--- src/rtl/mem_txd_serializer.sv ---
// mem_txd_serializer
//   Pulls cfg_cnt words from a memory read stream and emits the enabled byte
//   lanes of each word, lowest lane first, on an 8-bit stream towards a UART
//   transmitter. Lanes whose keep bit is clear are skipped. A word with an
//   all-zero keep mask is consumed without emitting anything.
//
// Handshake: a beat transfers on a rising clk edge where valid && ready are
//   both high. A producer holds valid and data stable until that edge. The
//   byte stream here never drops str_txd_tvalid or changes str_txd_tdata
//   while waiting for str_txd_tready. mem_tready is asserted only in FETCH.
//
// Ports
//   clk            : clock, rising edge
//   rst            : asynchronous active-low reset
//   cfg_start      : one-cycle start pulse, honoured only in IDLE
//   cfg_cnt        : number of words to transfer, sampled with cfg_start
//   busy           : high from the cycle after an accepted start through done
//   done           : one-cycle completion pulse
//   mem_tvalid     : memory stream valid
//   mem_tdata      : memory word
//   mem_tkeep      : byte-lane enables (bit i covers bits 8i+7:8i)
//   mem_tready     : memory stream ready
//   str_txd_tvalid : byte stream valid
//   str_txd_tdata  : byte stream data
//   str_txd_tready : byte stream ready
//   dbg_state      : FSM state (0 IDLE, 1 FETCH, 2 SEND, 3 DONE)
module mem_txd_serializer #(
    parameter int MDW = 32,
    parameter int CW  = 16
) (
    input  logic             clk,
    input  logic             rst,
    input  logic             cfg_start,
    input  logic [CW-1:0]    cfg_cnt,
    output logic             busy,
    output logic             done,
    input  logic             mem_tvalid,
    input  logic [MDW-1:0]   mem_tdata,
    input  logic [MDW/8-1:0] mem_tkeep,
    output logic             mem_tready,
    output logic             str_txd_tvalid,
    output logic [7:0]       str_txd_tdata,
    input  logic             str_txd_tready,
    output logic [1:0]       dbg_state
);

    localparam int NB = MDW / 8;
    localparam logic [NB-1:0] LANE_ONE = NB'(1);
    localparam logic [CW-1:0] CNT_ONE  = CW'(1);

    typedef enum logic [1:0] {
        S_IDLE  = 2'd0,
        S_FETCH = 2'd1,
        S_SEND  = 2'd2,
        S_DONE  = 2'd3
    } state_t;

    state_t          state;
    logic [CW-1:0]   remaining;
    logic [MDW-1:0]  data_q;
    logic [NB-1:0]   mask_q;

    logic [NB-1:0]   mask_clr;
    logic [7:0]      cap_byte;
    logic [7:0]      next_byte;

    // Byte of the lowest-index enabled lane (0 when no lane is enabled).
    // Scanning downwards lets the lowest set lane win.
    function automatic logic [7:0] lowest_byte(input logic [MDW-1:0] d,
                                               input logic [NB-1:0]  m);
        lowest_byte = 8'h00;
        for (int i = NB - 1; i >= 0; i--) begin
            if (m[i]) lowest_byte = d[8*i +: 8];
        end
    endfunction

    always_comb begin
        mask_clr  = mask_q & (mask_q - LANE_ONE);  // drop lowest set lane
        cap_byte  = lowest_byte(mem_tdata, mem_tkeep);
        next_byte = lowest_byte(data_q, mask_clr);
    end

    assign dbg_state = state;

    // The first byte of a captured word is loaded straight from the memory
    // bus so it is presented in the cycle right after the word is accepted.
    // After each word, remaining is tested before the decrement: a value of
    // 1 means that word was the last one.
    always_ff @(posedge clk or negedge rst) begin
        if (!rst) begin
            state          <= S_IDLE;
            remaining      <= '0;
            data_q         <= '0;
            mask_q         <= '0;
            busy           <= 1'b0;
            done           <= 1'b0;
            mem_tready     <= 1'b0;
            str_txd_tvalid <= 1'b0;
            str_txd_tdata  <= '0;
        end else begin
            case (state)
                S_IDLE: begin
                    if (cfg_start) begin
                        busy <= 1'b1;
                        if (cfg_cnt != '0) begin
                            remaining  <= cfg_cnt;
                            mem_tready <= 1'b1;
                            state      <= S_FETCH;
                        end else begin
                            done  <= 1'b1;
                            state <= S_DONE;
                        end
                    end
                end

                S_FETCH: begin
                    if (mem_tvalid && mem_tready) begin
                        data_q <= mem_tdata;
                        mask_q <= mem_tkeep;
                        if (mem_tkeep != '0) begin
                            mem_tready     <= 1'b0;
                            str_txd_tvalid <= 1'b1;
                            str_txd_tdata  <= cap_byte;
                            state          <= S_SEND;
                        end else begin
                            remaining <= remaining - CNT_ONE;
                            if (remaining <= CNT_ONE) begin
                                mem_tready <= 1'b0;
                                done       <= 1'b1;
                                state      <= S_DONE;
                            end
                        end
                    end
                end

                S_SEND: begin
                    if (str_txd_tvalid && str_txd_tready) begin
                        mask_q <= mask_clr;
                        if (mask_clr != '0) begin
                            str_txd_tdata <= next_byte;
                        end else begin
                            str_txd_tvalid <= 1'b0;
                            remaining      <= remaining - CNT_ONE;
                            if (remaining > CNT_ONE) begin
                                mem_tready <= 1'b1;
                                state      <= S_FETCH;
                            end else begin
                                done  <= 1'b1;
                                state <= S_DONE;
                            end
                        end
                    end
                end

                S_DONE: begin
                    done  <= 1'b0;
                    busy  <= 1'b0;
                    state <= S_IDLE;
                end

                default: state <= S_IDLE;
            endcase
        end
    end

endmodule
--- config.mk ---
export PLATFORM = sky130hd
export DESIGN_NAME = mem_txd_serializer
export DESIGN_NICKNAME = d
export VERILOG_FILES = /design/src/rtl/mem_txd_serializer.sv
export SDC_FILE = /design/constraint.sdc
export NUM_CORES = 1
export LEC_CHECK = 0
export CORE_ASPECT_RATIO = 1.4
export CORE_MARGIN = 4
export CORE_UTILIZATION = 56
export CTS_CLUSTER_SIZE = 20
export DETAILED_ROUTE_END_ITERATION = 10
export PLACE_DENSITY = 0.86
export SLEW_MARGIN = 20
export SYNTH_ARGS = -nofsm -noshare
export SYNTH_HDL_FRONTEND = slang
export SYNTH_SLANG_ARGS = --single-unit
--- constraint.sdc ---
create_clock -name clk -period 6.2 [get_ports clk]
set_input_delay 0.93 -clock clk [delete_from_list [all_inputs] [get_ports clk]]
set_output_delay 0.93 -clock clk [all_outputs]
set_load 0.01 [all_outputs]
==> results.tsv <==
stage	metric	value	unit
global_routing	grt_pass1_vias	3305	
critical_path	worstPathArrival	3.61	ns
run_status	status	finished clean	
logic_synthesis	synth_fa_ha_area_frac	0.0210	
drt	vias_per_cell	6.38	
sta	fin_crit	3.35	ns
clock_tree	cts_sinks	58	
critical_path	worstPathRequired	6.46	ns
clock_tree	clock_latency	0.35	ns
sta	hold_ws	0.491	ns
clock_tree	hold_buffers	0	
critical_path	worst_setup_path_end_kind	flop	
worst_hold_path	hold_path_class	reg2reg	
sta	max_slew_margin	0.390	
floorplan	die_w	75.5	um
floorplan	rows	34	
placement	gp_congestion	0.872	
logic_synthesis	netlist.area_leader.share	0.407	
placement	io_buffers	70	
drt	drc	0	
sta	skew	0.0117	ns
logic_synthesis	synth-edff-count	0	
critical_path	crit_type	in2reg	
clock_tree	cts-htree-levels	3	
sta	final.setup.tns	0	ns
logic_synthesis	synth_compound_area_frac	0.226	
logic_synthesis	synth.area.top_cells	dfrtp_1, mux2_2, a21oi_1	
logic_synthesis	synth_area	0.00357	mm2
cells_and_area	syn_to_final_growth	24.3	%
logic_synthesis	yosysUniqueCellTypes	53	
logic_synthesis	synth_warnings	0	
clock_tree	cts-root-buf	clkbuf_8	
pwr	p_leak	1.90	nW
cells_and_area	num-nets-final	506	
pwr	power_density	511	mW/mm2
clock_tree	cts_buffers	9	
floorplan	fp.dieArea	0.00773	mm2
drt	drt-total-wl	9440	um
clock_tree	post_cts_buffers	0	
drt	vias	3317	
sta	tightest_slew	0.915	ns
logic_synthesis	avgSynthCellArea	9.27	um2
global_routing	grt_max_degree	59	
job	maxCapViolations	0	
clock_tree	cts.repair.resized	0	
floorplan	pin_count	71	
global_routing	grt_pass1_wl	15400	um
drt	drt_iter0_markers	328	
critical_path	start_kind	input port	
clock_tree	clockBufferDepth	2	
logic_synthesis	synth_top_family_by_area	compound AO/OA/AOI/OAI gates	
logic_synthesis	synth_xor_area_frac	0	
logic_synthesis	synth-seq-cells	58	
floorplan	die_h	102	um
logic_synthesis	yosys.area_share.simple	0.161	
cells_and_area	diodes	0	
floorplan	core	0.00621	mm2
global_routing	antenna_found_initial	0	
logic_synthesis	async_flop_share	1.00	
cells_and_area	num-fill-cells	480	
drt	wl_per_cell	18.2	um
logic_synthesis	ys.flop_type	dfrtp_1	
logic_synthesis	synth.net_count	448	
sta	maxSlewViolCount	0	
logic_synthesis	yosysSeqAreaShare	0.407	
logic_synthesis	synth_commonest_cells	dfrtp_1, nand2_1, a21oi_1	
sta	setup_violations	0	
drt	ant_nets	0	
drt	dr.pass1.iters	5	
logic_synthesis	syn_inst	385	
cells_and_area	fin_cells	520	
pwr	ir_drop	0.000337	V
sta	hold_violations	0	
sta	rsz0062_at_grt	no	
placement	hpwl	6590	um
critical_path	worstPathMaxFanout	19	
clock_tree	tritoncts	done	
clock_tree	clkSlewWorstSetupHoldPaths	0.07	ns
placement	post-place-cells	504	
global_routing	overflow	0	
logic_synthesis	yosysTopAreaCell	dfrtp_1	
global_routing	grt.total_usage	0.262	
floorplan	start_util	0.574	
sta	max_freq	299	MHz
sta	fin_crit_sh	0.540	
logic_synthesis	muxShareOfSynthArea	0.124	
logic_synthesis	synth.most_common_cell	dfrtp_1	
cells_and_area	drive_gt1_frac	0.109	
==> path summary, 6_finish.rpt <==
kind	start	to	slack, ns	cells past startpoint
worst min register to register	remaining[15]	remaining[15]	0.49	1
worst max-delay path	mem_tkeep[1]	remaining[11]	2.85	6
worst max register to register	dbg_state[0]	remaining[11]	3.57	7
max in group asynchronous	rst	dbg_state[0]	4.97	2
worst min-delay path	remaining[15]	remaining[15]	0.49	1
min in group asynchronous	rst	str_txd_tdata[6]	0.73	2
==> cells in the final DEF, fill, tap and decap left out, types with 2 or more instances in the layout <==
master,instances
a31oi_1,6
o2bb2ai_1,9
nor2b_1,3
nand2_1,33
a21oi_1,32
clkinv_2,2
buf_4,3
a22oi_1,8
ha_1,6
dfrtp_1,58
mux2i_1,16
mux2_1,5
a211oi_1,2
nand2b_1,4
nor4_1,9
o21ai_0,30
nand3_1,17
mux2_2,20
o22ai_1,10
clkbuf_8,12
nor2_1,11
clkdlybuf4s50_1,69
o31ai_1,3
nor3_1,7
and2_1,2
a21bo_2,2
or4_4,3
clkbuf_1,2
nand3b_1,8
a221o_1,8
inv_1,25
==> area by class of cell <==
cell class,count,area [um2],share of cell area
clock buffer,14,173,0.0389
clock inverter,2,10.0,0.00226
inverter,25,93.8,0.0212
multi-input combinational,276,1900,0.428
sequential,58,1450,0.327
tap,72,90.1,0.0203
timing repair buffer,73,718,0.162
==> state kept, by name, indices dropped and copies added (netlist names) <==
signal          cells
data_q             24
remaining          16
str_txd_tdata       8
mask_q              4
dbg_state           2
busy                1
done                1
mem_tready          1
str_txd_tvalid      1
==> worst max-delay path, stage by stage <==
cell and delay (ns):
clkdlybuf4s50_1 0.77, nor4_1 0.50, nor2b_1 0.14, a211oi_4 0.70, nand2_2 0.30, o2bb2ai_1 0.27
==> power breakdown <==
group	leakage (nW)	total, mW	switching, mW	internal [mW]
logic	1.10	1.17	0.624	0.549
clock network	0.0965	0.329	0.152	0.177
registers	0.695	0.762	0.191	0.571
total	1.90	2.26	0.967	1.30
==> cell families after synthesis <==
group                      after synthesis
buffers and inverters                   51
adders and majority gates                6
and+or+nand+nor                        107
muxes                                   41
AOI/OAI and AO/OA                      122
DFF                                     58
==> routing by layer <==
metal	global-route usage	wire (um)	vias up
met2	0.443	4870	149
met3	0.0650	716	18
met1	0.320	3690	1608
met4	0.0942	174	0
met5	0	0	-
li1	-	-	1542
==> stage by stage <==
stage | instance area [um2] | worst slack (ns) | total power [mW] | utilization
2_1_floorplan | 3570 | 3.85 | 1.60 | -
3_3_place_gp | 4250 | 2.66 | 1.87 | 0.685
3_5_place_dp | 4250 | 2.53 | 1.93 | 0.685
4_1_cts | 4440 | 2.89 | 2.26 | 0.714
5_1_grt | 4440 | 2.65 | 2.45 | 0.714
6_report | 4440 | 2.85 | 2.26 | 0.714
(Power assumes the default switching activity.)
